--- src/rtl/id_ex_stage.sv ---
// ID/EX pipeline register with load-use hazard detection, flush and stall handling.
// Optional feature: define ID_EX_BUBBLE_CNT_EN to add the saturating bubble_cnt output.
module id_ex_stage #(
    parameter int XLEN = 32
) (
    input  logic            clk,
    input  logic            rst,
    input  logic            id_valid,
    input  logic [XLEN-1:0] id_pc,
    input  logic [XLEN-1:0] id_rs1_data,
    input  logic [XLEN-1:0] id_rs2_data,
    input  logic [XLEN-1:0] id_imm,
    input  logic [4:0]      id_rs1,
    input  logic [4:0]      id_rs2,
    input  logic [4:0]      id_rd,
    input  logic            id_uses_rs1,
    input  logic            id_uses_rs2,
    input  logic [3:0]      id_alu_op,
    input  logic [2:0]      id_mask,
    input  logic [2:0]      id_br_type,
    input  logic            id_reg_wr,
    input  logic            id_sel_A,
    input  logic            id_sel_B,
    input  logic            id_rd_en,
    input  logic            id_wr_en,
    input  logic [1:0]      id_wb_sel,
    input  logic            ex_stall,
    input  logic            flush,
    output logic            ex_valid,
    output logic [XLEN-1:0] ex_pc,
    output logic [XLEN-1:0] ex_rs1_data,
    output logic [XLEN-1:0] ex_rs2_data,
    output logic [XLEN-1:0] ex_imm,
    output logic [4:0]      ex_rs1,
    output logic [4:0]      ex_rs2,
    output logic [4:0]      ex_rd,
    output logic            ex_uses_rs1,
    output logic            ex_uses_rs2,
    output logic [3:0]      ex_alu_op,
    output logic [2:0]      ex_mask,
    output logic [2:0]      ex_br_type,
    output logic            ex_reg_wr,
    output logic            ex_sel_A,
    output logic            ex_sel_B,
    output logic            ex_rd_en,
    output logic            ex_wr_en,
    output logic [1:0]      ex_wb_sel,
`ifdef ID_EX_BUBBLE_CNT_EN
    output logic [31:0]     bubble_cnt,
`endif
    output logic            load_use_stall
);

    typedef struct packed {
        logic [3:0] alu_op;
        logic [2:0] mask;
        logic [2:0] br_type;
        logic       reg_wr;
        logic       sel_a;
        logic       sel_b;
        logic       rd_en;
        logic       wr_en;
        logic [1:0] wb_sel;
    } ctrl_t;

    typedef struct packed {
        logic            valid;
        logic [XLEN-1:0] pc;
        logic [XLEN-1:0] rs1_data;
        logic [XLEN-1:0] rs2_data;
        logic [XLEN-1:0] imm;
        logic [4:0]      rs1;
        logic [4:0]      rs2;
        logic [4:0]      rd;
        logic            uses_rs1;
        logic            uses_rs2;
        ctrl_t           ctrl;
    } stage_t;

    stage_t ex_reg;
    stage_t ex_next;
    stage_t id_stage;
    ctrl_t  id_ctrl_raw;

    logic [1:0][4:0] src_idx;
    logic [1:0]      src_used;
    logic [1:0]      src_hit;
    logic            hazard;
    logic            bubble_load;

    assign src_idx[0]  = id_rs1;
    assign src_idx[1]  = id_rs2;
    assign src_used[0] = id_uses_rs1;
    assign src_used[1] = id_uses_rs2;

    genvar gi;
    generate
        for (gi = 0; gi < 2; gi++) begin : g_src
            assign src_hit[gi] = src_used[gi] & (src_idx[gi] == ex_reg.rd);
        end
    endgenerate

    // Only a load in EX writing a real register can stall a dependent consumer.
    assign hazard = ex_reg.valid & ex_reg.ctrl.rd_en & (ex_reg.rd != 5'd0)
                  & id_valid & (|src_hit);

    assign load_use_stall = hazard & ~flush;
    assign bubble_load    = hazard & ~flush & ~ex_stall;

    always_comb begin
        id_ctrl_raw.alu_op  = id_alu_op;
        id_ctrl_raw.mask    = id_mask;
        id_ctrl_raw.br_type = id_br_type;
        id_ctrl_raw.reg_wr  = id_reg_wr;
        id_ctrl_raw.sel_a   = id_sel_A;
        id_ctrl_raw.sel_b   = id_sel_B;
        id_ctrl_raw.rd_en   = id_rd_en;
        id_ctrl_raw.wr_en   = id_wr_en;
        id_ctrl_raw.wb_sel  = id_wb_sel;

        id_stage.valid    = id_valid;
        id_stage.pc       = id_pc;
        id_stage.rs1_data = id_rs1_data;
        id_stage.rs2_data = id_rs2_data;
        id_stage.imm      = id_imm;
        id_stage.rs1      = id_rs1;
        id_stage.rs2      = id_rs2;
        id_stage.rd       = id_rd;
        id_stage.uses_rs1 = id_uses_rs1;
        id_stage.uses_rs2 = id_uses_rs2;
        // An empty decode slot must not carry any side-effecting control into EX.
        id_stage.ctrl     = id_valid ? id_ctrl_raw : '0;
    end

    always_comb begin
        ex_next = ex_reg;
        if (flush) begin
            ex_next = '0;
        end else if (!ex_stall) begin
            if (hazard) begin
                ex_next = '0;
            end else begin
                ex_next = id_stage;
            end
        end
    end

    always_ff @(posedge clk) begin
        if (rst) begin
            ex_reg <= '0;
        end else begin
            ex_reg <= ex_next;
        end
    end

`ifdef ID_EX_BUBBLE_CNT_EN
    logic [31:0] bubble_cnt_reg;

    always_ff @(posedge clk) begin
        if (rst) begin
            bubble_cnt_reg <= 32'd0;
        end else if (bubble_load && (bubble_cnt_reg != 32'hFFFF_FFFF)) begin
            bubble_cnt_reg <= bubble_cnt_reg + 32'd1;
        end
    end

    assign bubble_cnt = bubble_cnt_reg;
`else
    logic unused_bubble;
    assign unused_bubble = bubble_load;
`endif

    assign ex_valid    = ex_reg.valid;
    assign ex_pc       = ex_reg.pc;
    assign ex_rs1_data = ex_reg.rs1_data;
    assign ex_rs2_data = ex_reg.rs2_data;
    assign ex_imm      = ex_reg.imm;
    assign ex_rs1      = ex_reg.rs1;
    assign ex_rs2      = ex_reg.rs2;
    assign ex_rd       = ex_reg.rd;
    assign ex_uses_rs1 = ex_reg.uses_rs1;
    assign ex_uses_rs2 = ex_reg.uses_rs2;
    assign ex_alu_op   = ex_reg.ctrl.alu_op;
    assign ex_mask     = ex_reg.ctrl.mask;
    assign ex_br_type  = ex_reg.ctrl.br_type;
    assign ex_reg_wr   = ex_reg.ctrl.reg_wr;
    assign ex_sel_A    = ex_reg.ctrl.sel_a;
    assign ex_sel_B    = ex_reg.ctrl.sel_b;
    assign ex_rd_en    = ex_reg.ctrl.rd_en;
    assign ex_wr_en    = ex_reg.ctrl.wr_en;
    assign ex_wb_sel   = ex_reg.ctrl.wb_sel;

endmodule

--- config.mk ---
export PLATFORM = sky130hd
export DESIGN_NAME = id_ex_stage
export DESIGN_NICKNAME = d
export VERILOG_FILES = /design/src/rtl/id_ex_stage.sv
export SDC_FILE = /design/constraint.sdc
export NUM_CORES = 1
export LEC_CHECK = 0
export BUFFER_PORTS_ARGS = -buffer_cell sky130_fd_sc_hd__buf_2
export CAP_MARGIN = 10
export CORE_MARGIN = 3
export CORE_UTILIZATION = 53
export DETAILED_ROUTE_END_ITERATION = 6
export MAX_ROUTING_LAYER = met4
export PLACE_DENSITY = 0.86
export SLEW_MARGIN = 25
export SYNTH_ARGS = -nofsm -noshare
export SYNTH_HDL_FRONTEND = slang
export SYNTH_SLANG_ARGS = --single-unit
--- constraint.sdc ---
create_clock -name clk -period 2.44 [get_ports clk]
set_clock_uncertainty 0.1 [all_clocks]
set_input_delay 0.244 -clock clk [delete_from_list [all_inputs] [get_ports clk]]
set_output_delay 0.244 -clock clk [all_outputs]
set_load 0.01 [all_outputs]
==> results_dict.tcl <==
set metrics [dict create \
    outcome "complete, no violations" \
    cts_buffer_depth 2 \
    r2r_end "ex_rs2_data[19]$_SDFFE_PP0N_" \
    die_area_sq_um 17700 \
    gp_congestion 0.857 \
    grt_max_degree 147 \
    leakage_uw 0.00491 \
    r2r_slack_ns 0.34 \
    async_flop_share 0 \
    finalPower_uw 7200 \
    hold_path_class "in -> reg" \
    switchingPower_uw 1890 \
    h-tree-depth 4 \
    p_per_area_nw_per_um2 660 \
    critPathArrivalTime_ns 2.03 \
    setup.worst_path.end "load_use_stall" \
    fmax_mhz 422 \
    intPower_uw 5310 \
    crit_path_end_kind "primary output" \
    synth_xor_area_frac 0.0102 \
    fin_nets 1375 \
    vdd_drop_max_mv 0.487 \
    relSlewSlack 0.534 \
    fin_crit_sh 0.972 \
    cap_viol_max_count 0 \
    synth_cells 978 \
    synth_nets 1145 \
    syn_avg_cell_area_sq_um 8.74 \
    p_seq_frac 0.406 \
    num_io_pins 331 \
    crit_start "ex_rd[1]$_SDFFE_PP0N_" \
    netlist_area_sq_um 8550 \
    netlist.area_leader.share 0.382 \
    synth.area.top_cells "dfxtp_1 38%, o221ai_1 15%, nor3b_1 13%, a22oi_1 13%, nand2_1 6.5%" \
    cpPeakStageDelay_ns 0.60 \
    synth-compound-area-share 0.312 \
    portBuffers 330 \
    rr_worst_depth 6 \
    fin_crit_ns 2.37 \
    synth.distinct_cells 23 \
    dr_total_vias 9290 \
    synth_mux_area_frac 0.0199 \
    slowest_stage "or4_1" \
    grt_util_all_layers 0.300 \
    r2r-start "ex_rd[1]$_SDFFE_PP0N_" \
    drcViolationCount 0 \
    std_cell_rows 45 \
    combinationalPowerShare 0.155 \
    path_clk_slew_ns 0.07 \
    yosysMostFrequentCell "dfxtp_1" \
    power_frac_clock 0.439 \
    drtIter0Drc 919 \
    grt_pass1_vias 8282 \
    cts_resized 0 \
    post_drt_wl_per_cell_microns 19.6 \
    final_layout_size_suffix_gt1_frac 0.319 \
    synth_seq_cells 163 \
    hpwl_microns 17000 \
    switching_share 0.263 \
    first_pass_iters 5 \
    synth-edff-count 0 \
    grt_overflow 0 \
    yosys_warnings 0 \
    criticalPathCategory "reg -> out" \
    synth_fa_ha_area_frac 0 \
    maxSlewViolCount 0 \
    seq_area_frac_synth 0.382 \
    cts_buffers 17 \
    grt_setup_unrepaired "false" \
    critical_path.max_fanout 8 \
    setup_viol 0 \
    tns_ns 0 \
    worst_pin_slew_ns 0.699 \
    antenna_found_initial 3 \
    antenna_left 0 \
    yosys.area_share.simple 0.208 \
    synth_ff_type "dfxtp_1" \
    area_delta_synth_final_pct 27.6 \
    die_y_microns 133 \
    coreArea_sq_um 15500 \
    hold_viol_final 0 \
    initial_core_util 0.552 \
    die_x_microns 133 \
    fillers 1207 \
    path_cells "or4_1, o21ai_4, buf_4, nor3b_1, buf_2" \
    clockRootBuffer "clkbuf_16" \
    synth_top_cell_by_area "dfxtp_1" \
    synth_top_family_by_area "compound AO/OA/AOI/OAI gates" \
    cts_tree "built" \
    synthTopCellsByCount "163 x dfxtp_1, 148 x nand2_1, 147 x nor3b_1" \
    cts_sinks 163 \
    clock_latency_ns 0.43 \
    worstPathRequired_ns 2.10 \
    start_kind "flip-flop" \
    drt-total-wl_microns 28200 \
    vias_per_cell 6.47 \
    grt_first_pass_wirelength_microns 43200 \
]
-- area by class of cell --
type / instances / area [sq um] / share of cell area
diodes: 3 / 7.51 / 0.000688
repair buffers: 351 / 1940 / 0.178
clock inverters: 13 / 255 / 0.0234
clock buffers: 19 / 443 / 0.0406
multi-input cells: 675 / 4730 / 0.434
flip-flops and latches: 163 / 3260 / 0.299
well taps: 211 / 264 / 0.0242
-- per-layer routing --
| layer | vias to the layer above | track usage | wire, microns |
|---|---|---|---|
| li1 | 4291 | - | - |
| met1 | 4409 | 0.381 | 11200 |
| met2 | 517 | 0.459 | 13700 |
| met3 | 73 | 0.0681 | 2360 |
| met4 | 0 | 0.129 | 953 |
| met5 | - | - | 0 |
-- worst min-delay path by stage --
stage	from	end	slack [ns]	depth (start not counted)
global placement	ex_rs2_data[25]$_SDFFE_PP0N_	ex_rs2_data[25]$_SDFFE_PP0N_	0.37	2
CTS	id_alu_op[1]	ex_alu_op[1]$_SDFFE_PP0N_	0.05	3
detailed placement	ex_rs1_data[17]$_SDFFE_PP0N_	ex_rs1_data[17]$_SDFFE_PP0N_	0.37	2
global route	id_mask[2]	ex_mask[2]$_SDFFE_PP0N_	0.08	3
finish	id_br_type[0]	ex_br_type[0]$_SDFFE_PP0N_	0.07	3
floorplan	id_rd_en	ex_rd_en$_SDFFE_PP0N_	0.40	2
-- sequential cells by signal, summed over array words and instances (netlist names) --
register	cells
ex_br_type	3
ex_uses_rs1	1
ex_valid	1
ex_mask	3
ex_rs1	5
ex_alu_op	4
ex_rs2_data	32
ex_rd	5
ex_rs1_data	32
ex_imm	32
ex_rd_en	1
ex_sel_B	1
ex_uses_rs2	1
ex_sel_A	1
ex_pc	32
ex_reg_wr	1
ex_rs2	5
ex_wb_sel	2
ex_wr_en	1
-- cell families (layout without fill, tap and decap cells) --
kind of cell | count (synthesis) | count (layout)
other cells | 0 | 3
mux | 17 | 17
flops | 163 | 163
buf+inv | 140 | 383
compound gates | 328 | 328
simple gates | 320 | 320
xor+xnor | 10 | 10
-- power groups by stage --
stage / Combinational (uW) / Sequential, uW / Clock [uW]
after global placement: 1090 / 2970 / 0
after detailed placement: 1100 / 2980 / 0
final: 1110 / 2920 / 3160
after CTS: 1100 / 2920 / 3190
after global routing: 1200 / 2940 / 3300
after floorplan: 556 / 3050 / 0
-- cells in the final DEF (no fill, tap or decap), types with 11 or more instances in the layout --
cell       synthesis  routed
o221ai_1         146     146
buf_4              9      11
nor2_1            17      17
mux2i_1           17      17
nand2_1          148     146
dfxtp_1          163     163
a22oi_1          146     146
clkbuf_16          0      17
buf_2             16     329
nor3b_1          147     147
o31ai_1           17      17
a32oi_1           17      17
-- stage by stage --
stage / std cells / hold slack, ns / instance area (sq um) / setup WS (ns) / utilization
3_5_place_dp: 1399 / 0.370 / 10200 / 0.527 / 0.658
2_1_floorplan: 978 / 0.398 / 8550 / 0.682 / -
5_1_grt: 1435 / 0.0783 / 10900 / 0.0102 / 0.704
3_3_place_gp: 1399 / 0.367 / 10200 / 0.560 / 0.658
6_report: 1435 / 0.0673 / 10900 / 0.0694 / 0.704
4_1_cts: 1431 / 0.0523 / 10900 / 0.0425 / 0.704
-- critical path, delay by kind of cell (launching register included) --
family / cells / cell delay (ns)
simple gates: 2 / 0.66
compound gates: 1 / 0.24
flops: 1 / 0.38
buf+inv: 2 / 0.33
-- what timing repair did --
item / in CTS / in global routing
setup endpoints to repair: 0 / 1
hold buffers: 0 / 0
buffers inserted: 0 / 1
Power figures use the tool's default switching activity.
